<file path="src/rtl/seg_frame_decoder.sv">
// rtl/seg_frame_decoder.sv - decodes a stream of 7-segment digit patterns into a BCD + binary frame result
// Digits arrive most-significant first; the completed frame is held until the consumer accepts it.
module seg_frame_decoder #(
    parameter int NUM_DIGITS = 4,
    parameter int BIN_W      = 14
) (
    input  logic                    clk,
    input  logic                    reset,
    input  logic [6:0]              seg_in,
    input  logic                    seg_valid,
    input  logic                    seg_first,
    output logic [4*NUM_DIGITS-1:0] bcd_out,
    output logic [BIN_W-1:0]        bin_out,
    output logic                    out_valid,
    input  logic                    out_ready,
    output logic                    frame_err,
    output logic                    overrun
);

    localparam int BCD_W = 4 * NUM_DIGITS;
    localparam int IDX_W = $clog2(NUM_DIGITS + 1);

    typedef enum logic [1:0] {
        IDLE,
        COLLECT,
        HOLD
    } state_t;

    state_t             state_q, state_d;
    logic [IDX_W-1:0]   idx_q, idx_d;
    logic [BIN_W-1:0]   acc_q, acc_d;
    logic [BCD_W-1:0]   work_q, work_d;
    logic               err_q, err_d;
    logic [BCD_W-1:0]   bcd_q, bcd_d;
    logic [BIN_W-1:0]   bin_q, bin_d;
    logic               ferr_q, ferr_d;
    logic               ovr_q, ovr_d;

    // Returns {bad, nibble}; blank decodes to 0 without error.
    function automatic logic [4:0] decode_seg(input logic [6:0] seg);
        logic [4:0] r;
        case (seg)
            7'b1111110: r = 5'h00;
            7'b0110000: r = 5'h01;
            7'b1101101: r = 5'h02;
            7'b1111001: r = 5'h03;
            7'b0110011: r = 5'h04;
            7'b1011011: r = 5'h05;
            7'b1011111: r = 5'h06;
            7'b1110000: r = 5'h07;
            7'b1111111: r = 5'h08;
            7'b1111011: r = 5'h09;
            7'b0000000: r = 5'h00;
            default:    r = 5'h1F;
        endcase
        return r;
    endfunction

    logic [4:0]       dec;
    logic [BCD_W-1:0] nib_ext;
    logic [IDX_W-1:0] idx_inc;
    logic [BIN_W-1:0] acc_new;
    logic [BCD_W-1:0] work_new;
    logic             err_new;
    logic             last_dig;
    logic             take;

    always_comb begin
        dec          = decode_seg(seg_in);
        nib_ext      = '0;
        nib_ext[3:0] = dec[3:0];
        // seg_first always starts from a clean frame, whatever was partially collected.
        idx_inc  = (seg_first ? '0 : idx_q) + IDX_W'(1);
        acc_new  = (seg_first ? '0 : acc_q) * BIN_W'(10) + BIN_W'(dec[3:0]);
        work_new = ((seg_first ? '0 : work_q) << 4) | nib_ext;
        err_new  = (seg_first ? 1'b0 : err_q) | dec[4];
        last_dig = (idx_inc == IDX_W'(NUM_DIGITS));

        state_d = state_q;
        idx_d   = idx_q;
        acc_d   = acc_q;
        work_d  = work_q;
        err_d   = err_q;
        bcd_d   = bcd_q;
        bin_d   = bin_q;
        ferr_d  = ferr_q;
        ovr_d   = 1'b0;
        take    = 1'b0;

        case (state_q)
            IDLE:    take = seg_valid & seg_first;
            COLLECT: take = seg_valid;
            HOLD: begin
                if (out_ready) begin
                    state_d = IDLE;
                    take    = seg_valid & seg_first;
                end else begin
                    ovr_d = seg_valid;
                end
            end
            default: state_d = IDLE;
        endcase

        if (take) begin
            idx_d  = idx_inc;
            acc_d  = acc_new;
            work_d = work_new;
            err_d  = err_new;
            if (last_dig) begin
                state_d = HOLD;
                bcd_d   = work_new;
                bin_d   = err_new ? '0 : acc_new;
                ferr_d  = err_new;
            end else begin
                state_d = COLLECT;
            end
        end
    end

    always_ff @(posedge clk) begin
        if (reset) begin
            state_q <= IDLE;
            idx_q   <= '0;
            acc_q   <= '0;
            work_q  <= '0;
            err_q   <= 1'b0;
            bcd_q   <= '0;
            bin_q   <= '0;
            ferr_q  <= 1'b0;
            ovr_q   <= 1'b0;
        end else begin
            state_q <= state_d;
            idx_q   <= idx_d;
            acc_q   <= acc_d;
            work_q  <= work_d;
            err_q   <= err_d;
            bcd_q   <= bcd_d;
            bin_q   <= bin_d;
            ferr_q  <= ferr_d;
            ovr_q   <= ovr_d;
        end
    end

    assign bcd_out   = bcd_q;
    assign bin_out   = bin_q;
    assign out_valid = (state_q == HOLD);
    assign frame_err = ferr_q;
    assign overrun   = ovr_q;

endmodule

</file>
<file path="config.mk">
export PLATFORM = sky130hd
export DESIGN_NAME = seg_frame_decoder
export DESIGN_NICKNAME = d
export VERILOG_FILES = /design/src/rtl/seg_frame_decoder.sv
export SDC_FILE = /design/constraint.sdc
export NUM_CORES = 1
export LEC_CHECK = 0
export CAP_MARGIN = 10
export CORE_MARGIN = 2
export CORE_UTILIZATION = 45
export DETAILED_ROUTE_END_ITERATION = 8
export GPL_ROUTABILITY_DRIVEN = 0
export PLACE_DENSITY = 0.68
export SLEW_MARGIN = 20
export SYNTH_ARGS = -nofsm -noshare
export SYNTH_HDL_FRONTEND = slang
export SYNTH_SLANG_ARGS = --single-unit
</file>
<file path="constraint.sdc">
create_clock -name clk -period 6.75 [get_ports clk]
set_input_delay 1.35 -clock clk [delete_from_list [all_inputs] [get_ports clk]]
set_output_delay 1.35 -clock clk [all_outputs]
set_load 0.02 [all_outputs]
</file>
==> flow_summary.json, run 1 <==
{
  "slew_violations": 0,
  "ys_seq_area_share_pct": 35.0,
  "cts_max_level": 3,
  "hold_viol": 0,
  "min_from": "bcd_out[13]",
  "areaGrowthSynthToFinish_pct": 19.1,
  "cts_sinks": 62,
  "final_cells": 563,
  "top_level_ports": 45,
  "fp.dieW_um": 92.8,
  "cts_resized": 0,
  "critical_path_class": "input port to flop",
  "peakVddDrop_v": 0.0000963,
  "leakage_nw": 1.60,
  "maxSlewHeadroom_pct": 36.6,
  "synth_nets": 456,
  "final_core_util_pct": 55.0,
  "power_density_mw_per_mm2": 194,
  "synth.cell_area_sq_mm": 0.00355,
  "pre_cts_ws_ns": 1.69,
  "rsz0062_at_grt": "no",
  "synth_top_area_share_pct": 35.0,
  "setup_viol": 0,
  "synth.yosys.warnings": 0,
  "fin_skew_ns": 0.00689,
  "cts_setup_buffers": 0,
  "cts_buffer_depth": 2,
  "core_area_sq_mm": 0.00769,
  "grtUsageTotal_pct": 19.4,
  "crit_path_end_kind": "flop",
  "maxCapViolations": 0,
  "grt-busiest-layer": "met2",
  "ys_types": 65,
  "clk_pin_slew_ns": 0.07,
  "clockRootBuffer": "clkbuf_8",
  "worstMarginPinSlew_ns": 0.948,
  "die_area_sq_mm": 0.00861,
  "drtIter0Drc": 116,
  "firstDrtPassIters": 4,
  "synth.avg_cell_area_sq_um": 8.41,
  "drive_gt1_share_pct": 8.89,
  "cts_tree": "built",
  "rows": 32,
  "crit_required_ns": 6.98,
  "startpoint": "seg_in[6]",
  "grt_pass1_vias": 2880,
  "die_y_um": 92.8,
  "grt_pass1_wl_um": 13500,
  "timing.fmax_mhz": 212,
  "grt_use_met2_pct": 30.2,
  "setup_ws_ns": 2.04,
  "yosys-top-cells-count": "dfxtp_1 (62), nand2_1 (57), nor2_1 (42)",
  "grtUsageMet3_pct": 4.56,
  "routed_via_density": 5.40,
  "ys.flop_type": "dfxtp_1",
  "antenna_found_initial": 0,
  "synth_edf_count": 0,
  "synthCells": 422,
  "synth_seq_cells": 62,
  "finalWirelength_um": 7960,
  "dp_hpwl_um": 5650,
  "cts_hold_buf": 0,
  "initial_utilization_pct": 46.2,
  "antenna_cells": 0,
  "grt_start_max_net_pins": 50,
  "cp_max_fo": 9,
  "fin_crit_sh_pct": 69.8,
  "arrival_ns": 4.95,
  "layout.nets": 491,
  "use_met1_pct": 26.4,
  "wire_per_inst_um": 14.1,
  "period_needed_ns": 4.71,
  "drc": 0,
  "port-buffer-count": 44,
  "reg2reg_from": "acc_q[0]",
  "min_path_type": "flop to flop",
  "numCtsBuffers": 9,
  "synth_area_leaders": "dfxtp_1 (35%), ha_1 (7.4%), nand2_1 (6.0%), xnor2_1 (5.2%), a21oi_1 (4.8%)",
  "clock_latency_ns": 0.34,
  "synth.most_common_cell": "dfxtp_1",
  "outcome": "finished, final reports clean",
  "gr-total-overflow": 0,
  "timing.setup.tns_ns": 0,
  "dpl.cell_count": 548,
  "dr_total_vias": 3040,
  "critPathLaunchType": "input port",
  "synth_top_cell_by_area": "dfxtp_1",
  "async_flop_share_pct": 0,
  "ant_nets": 0
}
==> sequential cells by signal, summed over array words and instances (netlist names) <==
| name | count |
|---|---|
| idx_q | 3 |
| state_q | 2 |
| err_q | 1 |
| bin_out | 14 |
| bcd_out | 16 |
| overrun | 1 |
| work_q | 11 |
| acc_q | 13 |
| frame_err | 1 |
==> worst paths after layout <==
kind | to | slack (ns) | cells past startpoint
setup / recovery | acc_q[11] | 2.04 | 15
hold / removal | bcd_out[13] | 0.45 | 2
setup reg to reg | bin_out[13] | 3.56 | 11
hold reg to reg | bcd_out[13] | 0.45 | 2
==> report_power, final <==
part           switching (mW)  internal, mW
logic                  0.0727        0.0477
registers             0.00674         0.376
clock network           0.139         0.177
==> final cells by class <==
| class | instances | area (sq um) |
|---|---|---|
| multi-input combinational | 328 | 2170 |
| fill | 737 | 3460 |
| clock buffer | 11 | 141 |
| tap | 102 | 128 |
| timing repair buffer | 49 | 473 |
| sequential | 62 | 1240 |
| clock inverter | 4 | 47.5 |
| inverter | 7 | 26.3 |
==> cells in the final DEF (no fill, tap or decap), types with 2 or more instances in the layout <==
cell type | Yosys | layout
dfxtp_1 | 62 | 62
nand2_1 | 57 | 57
clkdlybuf4s50_1 | 0 | 43
nor2_1 | 42 | 42
a21oi_1 | 34 | 34
nor2b_1 | 23 | 23
xnor2_1 | 21 | 21
ha_1 | 21 | 21
a211oi_1 | 12 | 12
o21ai_0 | 10 | 10
clkbuf_8 | 0 | 10
nand3_1 | 8 | 8
inv_1 | 7 | 7
and3_1 | 6 | 6
a22o_1 | 6 | 6
nor3_1 | 5 | 5
o211ai_1 | 5 | 5
nand3b_1 | 5 | 5
o2bb2ai_1 | 5 | 5
buf_4 | 0 | 5
a21o_1 | 4 | 4
a22oi_1 | 4 | 4
o21a_1 | 4 | 4
or3_1 | 3 | 3
nor4_2 | 3 | 3
and2_1 | 3 | 3
xor2_1 | 3 | 3
nor3_2 | 3 | 3
nand2b_1 | 2 | 2
a31oi_1 | 2 | 2
or2_2 | 2 | 2
a211oi_2 | 2 | 2
o21ai_1 | 2 | 2
clkinv_2 | 0 | 2
==> kinds of logic (layout without fill, tap and decap cells) <==
logic type,count (synthesis),count (layout),synth area share [%]
mux,1,1,0.282
flops,62,62,35.0
fa+ha+maj,22,22,7.97
buf+inv,32,71,3.84
simple gates,174,174,25.5
xor+xnor,24,24,5.92
compound gates,107,107,21.5
==> worst max-delay path, stage by stage <==
cell             delay [ns]
clkdlybuf4s50_1        0.55
or4b_1                 0.57
a21o_1                 0.21
and2_4                 0.20
a31o_2                 0.24
a31oi_1                0.27
inv_1                  0.09
ha_1                   0.24
ha_1                   0.23
o21a_1                 0.20
o21a_1                 0.19
o21ai_2                0.14
nor3_2                 0.08
xnor2_1                0.16
a31o_1                 0.23
==> stage by stage <==
step	area, sq um	hold WS (ns)	total power [mW]
finish	4230	0.451	0.819
global route	4230	0.475	0.858
CTS	4230	0.453	0.828
detailed placement	4040	0.444	0.510
global placement	4040	0.438	0.507
floorplan	3550	0.432	0.480
==> per-layer routing <==
layer / vias up / part of all wire [%]
li1: 1558 / -
met5: - / 0
met1: 1394 / 49
met4: 0 / 1.3
met2: 76 / 44
met3: 12 / 5.3
(Power assumes the default switching activity.)
==> run 2: changes to the inputs <==
Settings changed: PLACE_DENSITY 0.68 to 0.71.
Clock period 6.75 ns to 4.1 ns, I/O delays scaled along.
==> run 2 against run 1 <==
  * Total power is 77% higher
  * Sequential power is 65% higher
  * Die area is the same
  * First-iteration DRC count rose by 55%
  * Setup slack got worse by 1.7 ns
  * Non-clock buffer count is 27 higher
  * Global-route usage is 0.17 points lower
  * Critical path depth increased by 2
  * Largest cell class unchanged
  * Largest power group unchanged
==> flow_summary.json, run 2 (synthesis results as in run 1) <==
{
  "outcome": "finished, final reports clean",
  "p_int_mw": 1.09,
  "dp_hpwl_um": 5770,
  "p_seq_share_pct": 43.4,
  "drtIter0Drc": 180,
  "grt_pass1_wl_um": 13500,
  "antenna_cells": 0,
  "port-buffer-count": 44,
  "reg2reg_from": "acc_q[0]",
  "firstDrtPassIters": 4,
  "clk_pin_slew_ns": 0.06,
  "peakVddDrop_v": 0.000179,
  "gr-total-overflow": 0,
  "core_area_sq_mm": 0.00769,
  "layout.nets": 518,
  "numCtsBuffers": 9,
  "cts_hold_buf": 0,
  "cp_max_fo": 4,
  "fin_crit_sh_pct": 92.6,
  "critical_path_class": "input port to flop",
  "wire_per_inst_um": 13.5,
  "routed_via_density": 5.36,
  "crit_path_end_kind": "flop",
  "rows": 32,
  "grt_start_max_net_pins": 44,
  "p_sw_uw": 366,
  "areaGrowthSynthToFinish_pct": 26.2,
  "startpoint": "seg_in[3]",
  "layout_common_cells": "dfxtp_1 (62), nand2_1 (57), clkdlybuf4s50_1 (43)",
  "maxSlewHeadroom_pct": 40.5,
  "finalInstanceArea_sq_mm": 0.00448,
  "timing.fmax_mhz": 263,
  "grtUsageTotal_pct": 19.2,
  "clock_latency_ns": 0.33,
  "cts_resized": 0,
  "arrival_ns": 4.05,
  "leakage_nw": 1.75,
  "finalWirelength_um": 7990,
  "clockRootBuffer": "clkbuf_8",
  "antenna_found_initial": 0,
  "die_y_um": 92.8,
  "cts_buffer_depth": 2,
  "period_needed_ns": 3.80,
  "drc": 0,
  "fin_skew_ns": 0.00540,
  "drive_gt1_share_pct": 14.1,
  "fp.dieW_um": 92.8,
  "cts_setup_buffers": 0,
  "worstMarginPinSlew_ns": 0.889,
  "top_level_ports": 45,
  "min_path_type": "flop to flop",
  "power_density_mw_per_mm2": 324,
  "cts_tree": "built",
  "die_area_sq_mm": 0.00861,
  "grt_pass1_vias": 2872,
  "crit_required_ns": 4.35,
  "ant_nets": 0,
  "dr_total_vias": 3165,
  "hold_viol": 0,
  "cts_max_level": 3,
  "min_from": "bcd_out[13]",
  "setup_viol": 0,
  "slew_violations": 0,
  "initial_utilization_pct": 46.2,
  "cts_sinks": 62,
  "postPlaceCellArea_sq_mm": 0.00424,
  "final_common_cell": "dfxtp_1",
  "maxCapViolations": 0,
  "timing.setup.tns_ns": 0,
  "largest_reg_flops": 16,
  "p_sw_share_pct": 25.2,
  "power_frac_clock_pct": 41.5,
  "critPathLaunchType": "input port",
  "combPwrFrac_pct": 15.1
}
[run 2: worst paths after layout]
kind / endpoint / slack (ns) / cells after the start
worst max-delay path: acc_q[9] / 0.30 / 17
worst min-delay path: bcd_out[13] / 0.45 / 2
worst max register to register: bin_out[13] / 1.18 / 12
worst min register to register: bcd_out[13] / 0.45 / 2
[run 2: per-stage QoR]
stage	hold slack (ns)	power [mW]	util (%)	instances	worst slack, ns
3_3_place_gp	0.437	0.851	55.2	575	0.0608
3_5_place_dp	0.444	0.856	55.2	575	-0.0422
6_report	0.449	1.45	58.3	590	0.303
4_1_cts	0.452	1.45	58.1	590	0.303
5_1_grt	0.479	1.51	58.3	590	-0.00896
2_1_floorplan	0.432	0.791	-	422	0.149
[run 2: cell type report]
class                      instances  area [sq um]
inverter                           7          26.3
fill                             695          3210
sequential                        62          1240
multi-input combinational        328          2180
tap                              102           128
timing repair buffer              76           676
clock buffer                      12           155
clock inverter                     3          67.6
[run 2: power by group through the flow]
stage | combinational [mW] | clock (mW) | sequential (mW)
3_5_place_dp | 0.213 | 0 | 0.643
5_1_grt | 0.241 | 0.637 | 0.631
6_report | 0.219 | 0.603 | 0.629
3_3_place_gp | 0.208 | 0 | 0.643
4_1_cts | 0.214 | 0.609 | 0.629
2_1_floorplan | 0.151 | 0 | 0.640
[run 2: layer usage]
layer	GRT usage [%]	wire length (um)	part of all wire, %	vias to the layer above
li1	-	-	-	1612
met1	27.7	3990	50	1454
met2	29.5	3570	45	91
met3	2.85	365	4.6	8
met4	5.88	62	0.78	0
met5	0	0	0	-
[run 2: critical path, stage by stage]
cell and delay [ns]:
clkdlybuf4s50_1 0.45, buf_4 0.17, nor4_2 0.24, a21boi_2 0.27, a211oi_4 0.05, and2_4 0.15, a31o_2 0.22, a31oi_1 0.19
inv_1 0.07, ha_1 0.24, ha_1 0.22, o21a_1 0.18, o21a_1 0.21, o211ai_1 0.13, xnor2_1 0.20, nor2_1 0.07
nor3_1 0.17
